--- src/rtl/cargador_pkg.sv ---
// rtl/cargador_pkg.sv - shared types and sizing helpers for the register-bank serial loader
//
// Purpose: loader FSM state encoding, default word geometry and the
// index-width helper used to size WriteReg and the index counter.
// Ports: none (package).
package cargador_pkg;

  typedef enum logic [1:0] {
    REPOSO  = 2'd0,
    RECIBE  = 2'd1,
    ESCRIBE = 2'd2,
    FIN     = 2'd3
  } estado_t;

  localparam int ANCHO_DEF         = 32;
  localparam int BYTES_POR_PALABRA = ANCHO_DEF / 8;

  // Width needed to index n items; never below one bit so a
  // single-entry configuration still has a legal vector.
  function automatic int ancho_indice(input int n);
    return (n > 1) ? $clog2(n) : 1;
  endfunction

  function automatic int bytes_por_palabra(input int ancho);
    return ancho / 8;
  endfunction

endpackage

--- src/rtl/cargador_registros_ensamblador.sv ---
// rtl/cargador_registros_ensamblador.sv - byte counter and little-endian word register
//
// Purpose: packs incoming bytes into one ANCHO-bit word, byte n landing in
// bits [8n+7:8n].
// Ports:
//   clk, rst_n        clock, synchronous active-low reset
//   cargar            store dato at the current byte position
//   limpiar           return the byte counter to position 0
//   dato[7:0]         byte to store
//   palabra           assembled word register
//   palabra_completa  high when this cargar fills the last byte position
module ensamblador_palabra
  import cargador_pkg::*;
#(
  parameter int ANCHO = 32
) (
  input  logic             clk,
  input  logic             rst_n,
  input  logic             cargar,
  input  logic             limpiar,
  input  logic [7:0]       dato,
  output logic [ANCHO-1:0] palabra,
  output logic             palabra_completa
);

  localparam int BYTES = bytes_por_palabra(ANCHO);
  localparam int CW    = ancho_indice(BYTES);

  logic [CW-1:0]    cnt_q, cnt_d;
  logic [ANCHO-1:0] palabra_q, palabra_d;
  logic             completa;

  always_comb begin
    cnt_d     = cnt_q;
    palabra_d = palabra_q;
    completa  = cargar && (cnt_q == CW'(BYTES - 1));
    if (limpiar) begin
      cnt_d = '0;
    end else if (cargar) begin
      palabra_d[8*cnt_q +: 8] = dato;
      // The counter parks on the last position; only limpiar brings it
      // back to 0, so it can never wrap on its own.
      if (!completa) begin
        cnt_d = cnt_q + 1'b1;
      end
    end
  end

  always_ff @(posedge clk) begin
    if (!rst_n) begin
      cnt_q     <= '0;
      palabra_q <= '0;
    end else begin
      cnt_q     <= cnt_d;
      palabra_q <= palabra_d;
    end
  end

  assign palabra          = palabra_q;
  assign palabra_completa = completa;

endmodule

--- src/rtl/cargador_registros.sv ---
// rtl/cargador_registros.sv - serial byte-stream loader driving the register bank write port
//
// Purpose: after Inicio, accepts bytes over DatoValido/DatoListo, packs each
// group of ANCHO/8 bytes into a word and writes registers 0..NUM_REGS-1 in
// order, one single-cycle write each.
// Ports:
//   clk, rst_n            clock, synchronous active-low reset
//   Inicio                start pulse, honoured only when idle
//   DatoEntrada[7:0]      stream byte
//   DatoValido            source offers a byte
//   DatoListo             loader takes the byte this cycle
//   WriteReg, WriteData   write-port index and word (held outside writes)
//   Regwrite              one-cycle write strobe
//   Ocupado               session in progress
//   Terminado             one-cycle pulse at session end
module cargador_registros
  import cargador_pkg::*;
#(
  parameter int NUM_REGS    = 32,
  parameter int ANCHO       = 32,
  parameter int SALTAR_CERO = 1
) (
  input  logic                              clk,
  input  logic                              rst_n,
  input  logic                              Inicio,
  input  logic [7:0]                        DatoEntrada,
  input  logic                              DatoValido,
  output logic                              DatoListo,
  output logic [ancho_indice(NUM_REGS)-1:0] WriteReg,
  output logic [ANCHO-1:0]                  WriteData,
  output logic                              Regwrite,
  output logic                              Ocupado,
  output logic                              Terminado
);

  localparam int IW = ancho_indice(NUM_REGS);

  estado_t          estado_q, estado_d;
  logic [IW-1:0]    idx_q, idx_d;
  logic [IW-1:0]    write_reg_q, write_reg_d;
  logic [ANCHO-1:0] write_data_q, write_data_d;

  logic             cargar, limpiar, completa, ultimo;
  logic [ANCHO-1:0] palabra;

  assign ultimo  = (idx_q == IW'(NUM_REGS - 1));
  assign cargar  = (estado_q == RECIBE) && DatoValido;
  // Counter is cleared both at session start and after every write.
  assign limpiar = ((estado_q == REPOSO) && Inicio) || (estado_q == ESCRIBE);

  ensamblador_palabra #(
    .ANCHO(ANCHO)
  ) u_ensamblador (
    .clk              (clk),
    .rst_n            (rst_n),
    .cargar           (cargar),
    .limpiar          (limpiar),
    .dato             (DatoEntrada),
    .palabra          (palabra),
    .palabra_completa (completa)
  );

  // State register
  always_ff @(posedge clk) begin
    if (!rst_n) begin
      estado_q <= REPOSO;
    end else begin
      estado_q <= estado_d;
    end
  end

  // Next-state logic
  always_comb begin
    estado_d = estado_q;
    case (estado_q)
      REPOSO:  if (Inicio) estado_d = RECIBE;
      RECIBE:  if (completa) estado_d = ESCRIBE;
      ESCRIBE: estado_d = ultimo ? FIN : RECIBE;
      FIN:     estado_d = REPOSO;
      default: estado_d = REPOSO;
    endcase
  end

  // Outputs decoded from state; the write port shows the live index/word
  // during ESCRIBE and the captured copy of the last write otherwise,
  // because the assembler starts overwriting bytes right after the write.
  always_comb begin
    DatoListo = (estado_q == RECIBE);
    Ocupado   = (estado_q != REPOSO);
    Terminado = (estado_q == FIN);
    Regwrite  = (estado_q == ESCRIBE) && !((SALTAR_CERO != 0) && (idx_q == '0));
    WriteReg  = (estado_q == ESCRIBE) ? idx_q   : write_reg_q;
    WriteData = (estado_q == ESCRIBE) ? palabra : write_data_q;
  end

  // Index counter and write-port hold registers
  always_comb begin
    idx_d        = idx_q;
    write_reg_d  = write_reg_q;
    write_data_d = write_data_q;
    if ((estado_q == REPOSO) && Inicio) begin
      idx_d = '0;
    end else if (estado_q == ESCRIBE) begin
      write_reg_d  = idx_q;
      write_data_d = palabra;
      if (!ultimo) begin
        idx_d = idx_q + 1'b1;
      end
    end
  end

  always_ff @(posedge clk) begin
    if (!rst_n) begin
      idx_q        <= '0;
      write_reg_q  <= '0;
      write_data_q <= '0;
    end else begin
      idx_q        <= idx_d;
      write_reg_q  <= write_reg_d;
      write_data_q <= write_data_d;
    end
  end

endmodule

--- config.mk ---
export PLATFORM = sky130hd
export DESIGN_NAME = cargador_registros
export DESIGN_NICKNAME = d
export VERILOG_FILES = /design/src/rtl/cargador_pkg.sv /design/src/rtl/cargador_registros_ensamblador.sv /design/src/rtl/cargador_registros.sv
export SDC_FILE = /design/constraint.sdc
export NUM_CORES = 1
export LEC_CHECK = 0
export ABC_AREA = 1
export CORE_ASPECT_RATIO = 0.5
export CORE_UTILIZATION = 54
export CTS_CLUSTER_DIAMETER = 40
export CTS_CLUSTER_SIZE = 28
export DETAILED_ROUTE_END_ITERATION = 8
export PLACE_DENSITY_LB_ADDON = 0.3
export SETUP_SLACK_MARGIN = 0.15
export SYNTH_ARGS = -nofsm -noshare
export SYNTH_HDL_FRONTEND = slang
export SYNTH_HIERARCHICAL = 1
export SYNTH_SLANG_ARGS = --single-unit
--- constraint.sdc ---
create_clock -name clk -period 2.6 [get_ports clk]
set_clock_uncertainty 0.2 [all_clocks]
set_input_delay 0.78 -clock clk [delete_from_list [all_inputs] [get_ports clk]]
set_output_delay 0.78 -clock clk [all_outputs]
set_load 0.02 [all_outputs]
==> results of run 1 <==
==> worst max path at each step <==
stage / start / to / slack [ns] / cells after the start
2_1_floorplan: estado_q[0] / WriteData[1] / 0.48 / 8
3_3_place_gp: estado_q[0] / WriteData[7] / 0.009 / 8
3_5_place_dp: estado_q[0] / WriteData[9] / -0.03 / 8
4_1_cts: estado_q[0] / WriteData[8] / -0.05 / 9
5_1_grt: estado_q[0] / WriteData[31] / -0.09 / 9
6_report: estado_q[0] / WriteData[31] / -0.05 / 9
==> flip-flops by register name, indices dropped and copies added, names as in the netlist <==
signal	flops
write_data_q	32
estado_q	2
u_ensamblador/cnt_q	2
idx_q	5
u_ensamblador/palabra	32
write_reg_q	5
==> cells in the mapped netlist (all sizes together) (7+ instances only) <==
cell type	n	area, µm²
o21ai	40	301.5
inv	68	257.8
nand4	8	50.05
clkbuf	9	35.03
nand2	81	314.0
buf	9	76.32
a21oi	39	198.9
nor3	7	35.03
ha	9	112.6
dfxtp	78	1562
nor2	57	244.0
or2	38	237.7
==> cell families after synthesis <==
family | count (synthesis)
XOR/XNOR | 1
buffers and inverters | 86
AND/OR/NAND/NOR | 198
AO/OA/AOI/OAI | 82
adder cells (fa/ha/maj) | 9
flip-flops | 78
==> through the flow <==
| step | power [mW] | util, % | setup WS, ns | hold slack (ns) |
|---|---|---|---|---|
| detailed placement | 1.806 | 68.40 | -0.02858 | 0.2626 |
| global route | 3.236 | 77.79 | -0.09230 | 0.2980 |
| CTS | 3.055 | 74.64 | -0.04825 | 0.2808 |
| floorplan | 1.602 | - | 0.4816 | 0.2422 |
| global placement | 1.798 | 68.40 | 0.008791 | 0.2566 |
| finish | 3.113 | 77.79 | -0.04650 | 0.2806 |
==> worst max-delay path: cells and delay by family (launching register included) <==
kind | cells | cell delay (ns)
buffers and inverters | 6 | 0.56
flip-flops | 1 | 0.33
AND/OR/NAND/NOR | 2 | 0.33
AO/OA/AOI/OAI | 1 | 0.10
==> report_power, final <==
part / internal [mW] / leakage [nW] / total, mW / switching [mW]
Sequential: 1.24 / 0.632 / 1.26 / 0.0176
Combinational: 0.293 / 1.51 / 0.630 / 0.337
Clock: 0.736 / 0.141 / 1.23 / 0.492
Total: 2.27 / 2.29 / 3.11 / 0.847
==> per-layer routing <==
metal / wire (µm) / vias to the layer above / GRT usage [%] / share of wire (%)
met5: 0 / - / 0 / 0
met2: 4135 / 105 / 41.34 / 47
li1: - / 1578 / - / -
met4: 123 / 0 / 9.707 / 1.4
met3: 581 / 15 / 8.896 / 6.6
met1: 4026 / 1486 / 35.06 / 45
==> layout make-up <==
class                   instances  area, µm²
multi-input cells             290       1683
clock buffers                   9      225.2
inverters                      68      262.8
clock inverters                 7      65.06
flip-flops and latches         78       1564
well taps                      88      110.1
fillers                       418       1373
repair buffers                 88      898.4
==> what timing repair did <==
action	in CTS	in global routing
pin swaps	1	3
gates resized for setup	225	50
setup buffers	5	10
cloned	2	0
endpoints found under the setup margin	41	39
==> summary.md, run 1 <==
| Metric | Value |
|---|---|
| Outcome | finished with violations |
| Failing checks | setup timing |
| Share of cells above drive strength 1 | 30.56% |
| CTS tree | built |
| WP data arrival | ~1.7 ns |
| Hold_buf cts | 0 |
| CORE AREA | between 0.006 and 0.007 mm² |
| Global-route wire length before repair | 13580 µm |
| Setup TNS | -0.06770 ns |
| Placer congestion estimate | between 0.9 and 1 |
| Power per cell area | 647.4 mW/mm² |
| CTS sink cnt | 78 |
| DRC violations left | 0 |
| Mapped Area | 0.003528 mm² |
| Final nets | 556 |
| Largest net degree at the start of global routing | 42 |
| Num CTS Buffers | 9 |
| Slew Limit Fails | 0 |
| Root Buffer Master | clkbuf_16 |
| DRT iter0 DRCs | 232 |
| Hold Path Origin | u_ensamblador/palabra[28] |
| Crit-path cells | inv_2 > nand2_4 > inv_6 > buf_12 > buf_16 > or2_1 > o21ai_2 > inv_1 > buf_6 |
| Worst-Skew Late Latency | 0.34 ns |
| Worst r2r dst | u_ensamblador/palabra[27] |
| Synth warn | 6 |
| Initial antenna violation count | 0 |
| IO Count | 53 |
| F_max | 0.3779 GHz |
| Chip Width | 116.3 µm |
| Worst-path clk slew | 0.06 ns |
| Peak supply drop | approximately 0.54 mV |
| Worst EP required | 1.62 ns |
| Finished Layout Cells | 628 |
| Compound-cell area share of the yosys netlist | 14.75% |
| Via density | 5.070 |
| GRT overflow | 0 |
| R2R Path Start | u_ensamblador/cnt_q[0] |
| Commonest non-fill, non-tap cells in the layout | 79 x nand2_1, 76 x dfxtp_1, 60 x inv_1 |
| Initial DRT Pass Iterations | 4 |
| Setup ws final | -0.04650 ns |
| Wire per inst | 14.12 µm |
| Syn avg cell area | 7.772 µm² |
| CTS H-tree depth | 3 |
| Final setup viols | 3 |
| Cell area after layout | between 0.004 and 0.005 mm² |
| Port bufs | between 50 and 60 |
| Via count | 3184 |
| Sequential-to-total area share from yosys stat | 44.26% |
| Post-synth ARST share | 0% |
| Post-synthesis cell type count | 28 |
| Top_reg_cell synth | dfxtp_1 |
| Startpoint types | register |
| R2R Setup Slk | around 0.47 ns |
| Minimum clock period | 2.646 ns |
| Leak | about 2.3 nW |
| Largest family of logic cells by synthesized area | simple AND/OR/NAND/NOR gates |
| Vias in the first global route | 2819 |
| Slew @ Worst Pin | between 0.4 and 0.5 ns |
| Simple-gate share of the synthesized area | 27.09% |
| CTS Buffer Depth | 2 |
| Critical path type | register to primary output |
| Commonest non-fill, non-tap cell in the layout | nand2_1 |
| CP max-delay cell | dfxtp_2 |
| Die ar. | 0.006881 mm² |
| Mapped Nets | 475 |
| CP peak stage delay | roughly 0.33 ns |
| R2r worst-path depth | 5 |
| Cells after synthesis | 454 |
| Post-synth EDFFs | 0 |
| Post-synthesis mux area share | 0% |
| Gr usage total | a little over a quarter |
| Tcrit/Tclk final | 101.8% |
| Placed Area | 0.004228 mm² |
| Unrepaired setup endpoints after global routing | yes |
| Critical path endpoint category | primary output |
| Antenna Nets Post-Route | 0 |
| WHS Path Cells | 2 |
| Synthesized-area fraction occupied by adder cells | 3.191% |
| Final Hold Viols | 0 |
| HPWL after detailed placement | between 5000 and 6000 µm |
| Die height | approximately 60 µm |
| Max cap viols | 0 |
| Post-synthesis xor/xnor area fraction | 0.2482% |
| Rows | 20 |
| WHS Endpoint | u_ensamblador/palabra[28] |
| CP max FO | 7 |
| Post-synthesis register bit count | between 70 and 80 |
| N_diodes | 0 |
| Area Overhead vs Synth | 36.28% |
| Post-Route WL | 8866 µm |
| Relative slew slack | 67.99% |
| Placed cell count | 595 |
| Starting Density | 57.09% |
| Hold crit path type | register to register |
(Power assumes the default switching activity.)
==> run 2, diff against run 1 <==
--- a/config.mk
+++ b/config.mk
@@ -11,6 +11,7 @@
 export CTS_CLUSTER_DIAMETER = 40
 export CTS_CLUSTER_SIZE = 28
 export DETAILED_ROUTE_END_ITERATION = 8
+export HOLD_SLACK_MARGIN = 0.15
 export PLACE_DENSITY_LB_ADDON = 0.3
 export SETUP_SLACK_MARGIN = 0.15
 export SYNTH_ARGS = -nofsm -noshare
==> results of run 2 <==
Same layout as run 1: the final DEF is identical, and so are final timing and power.
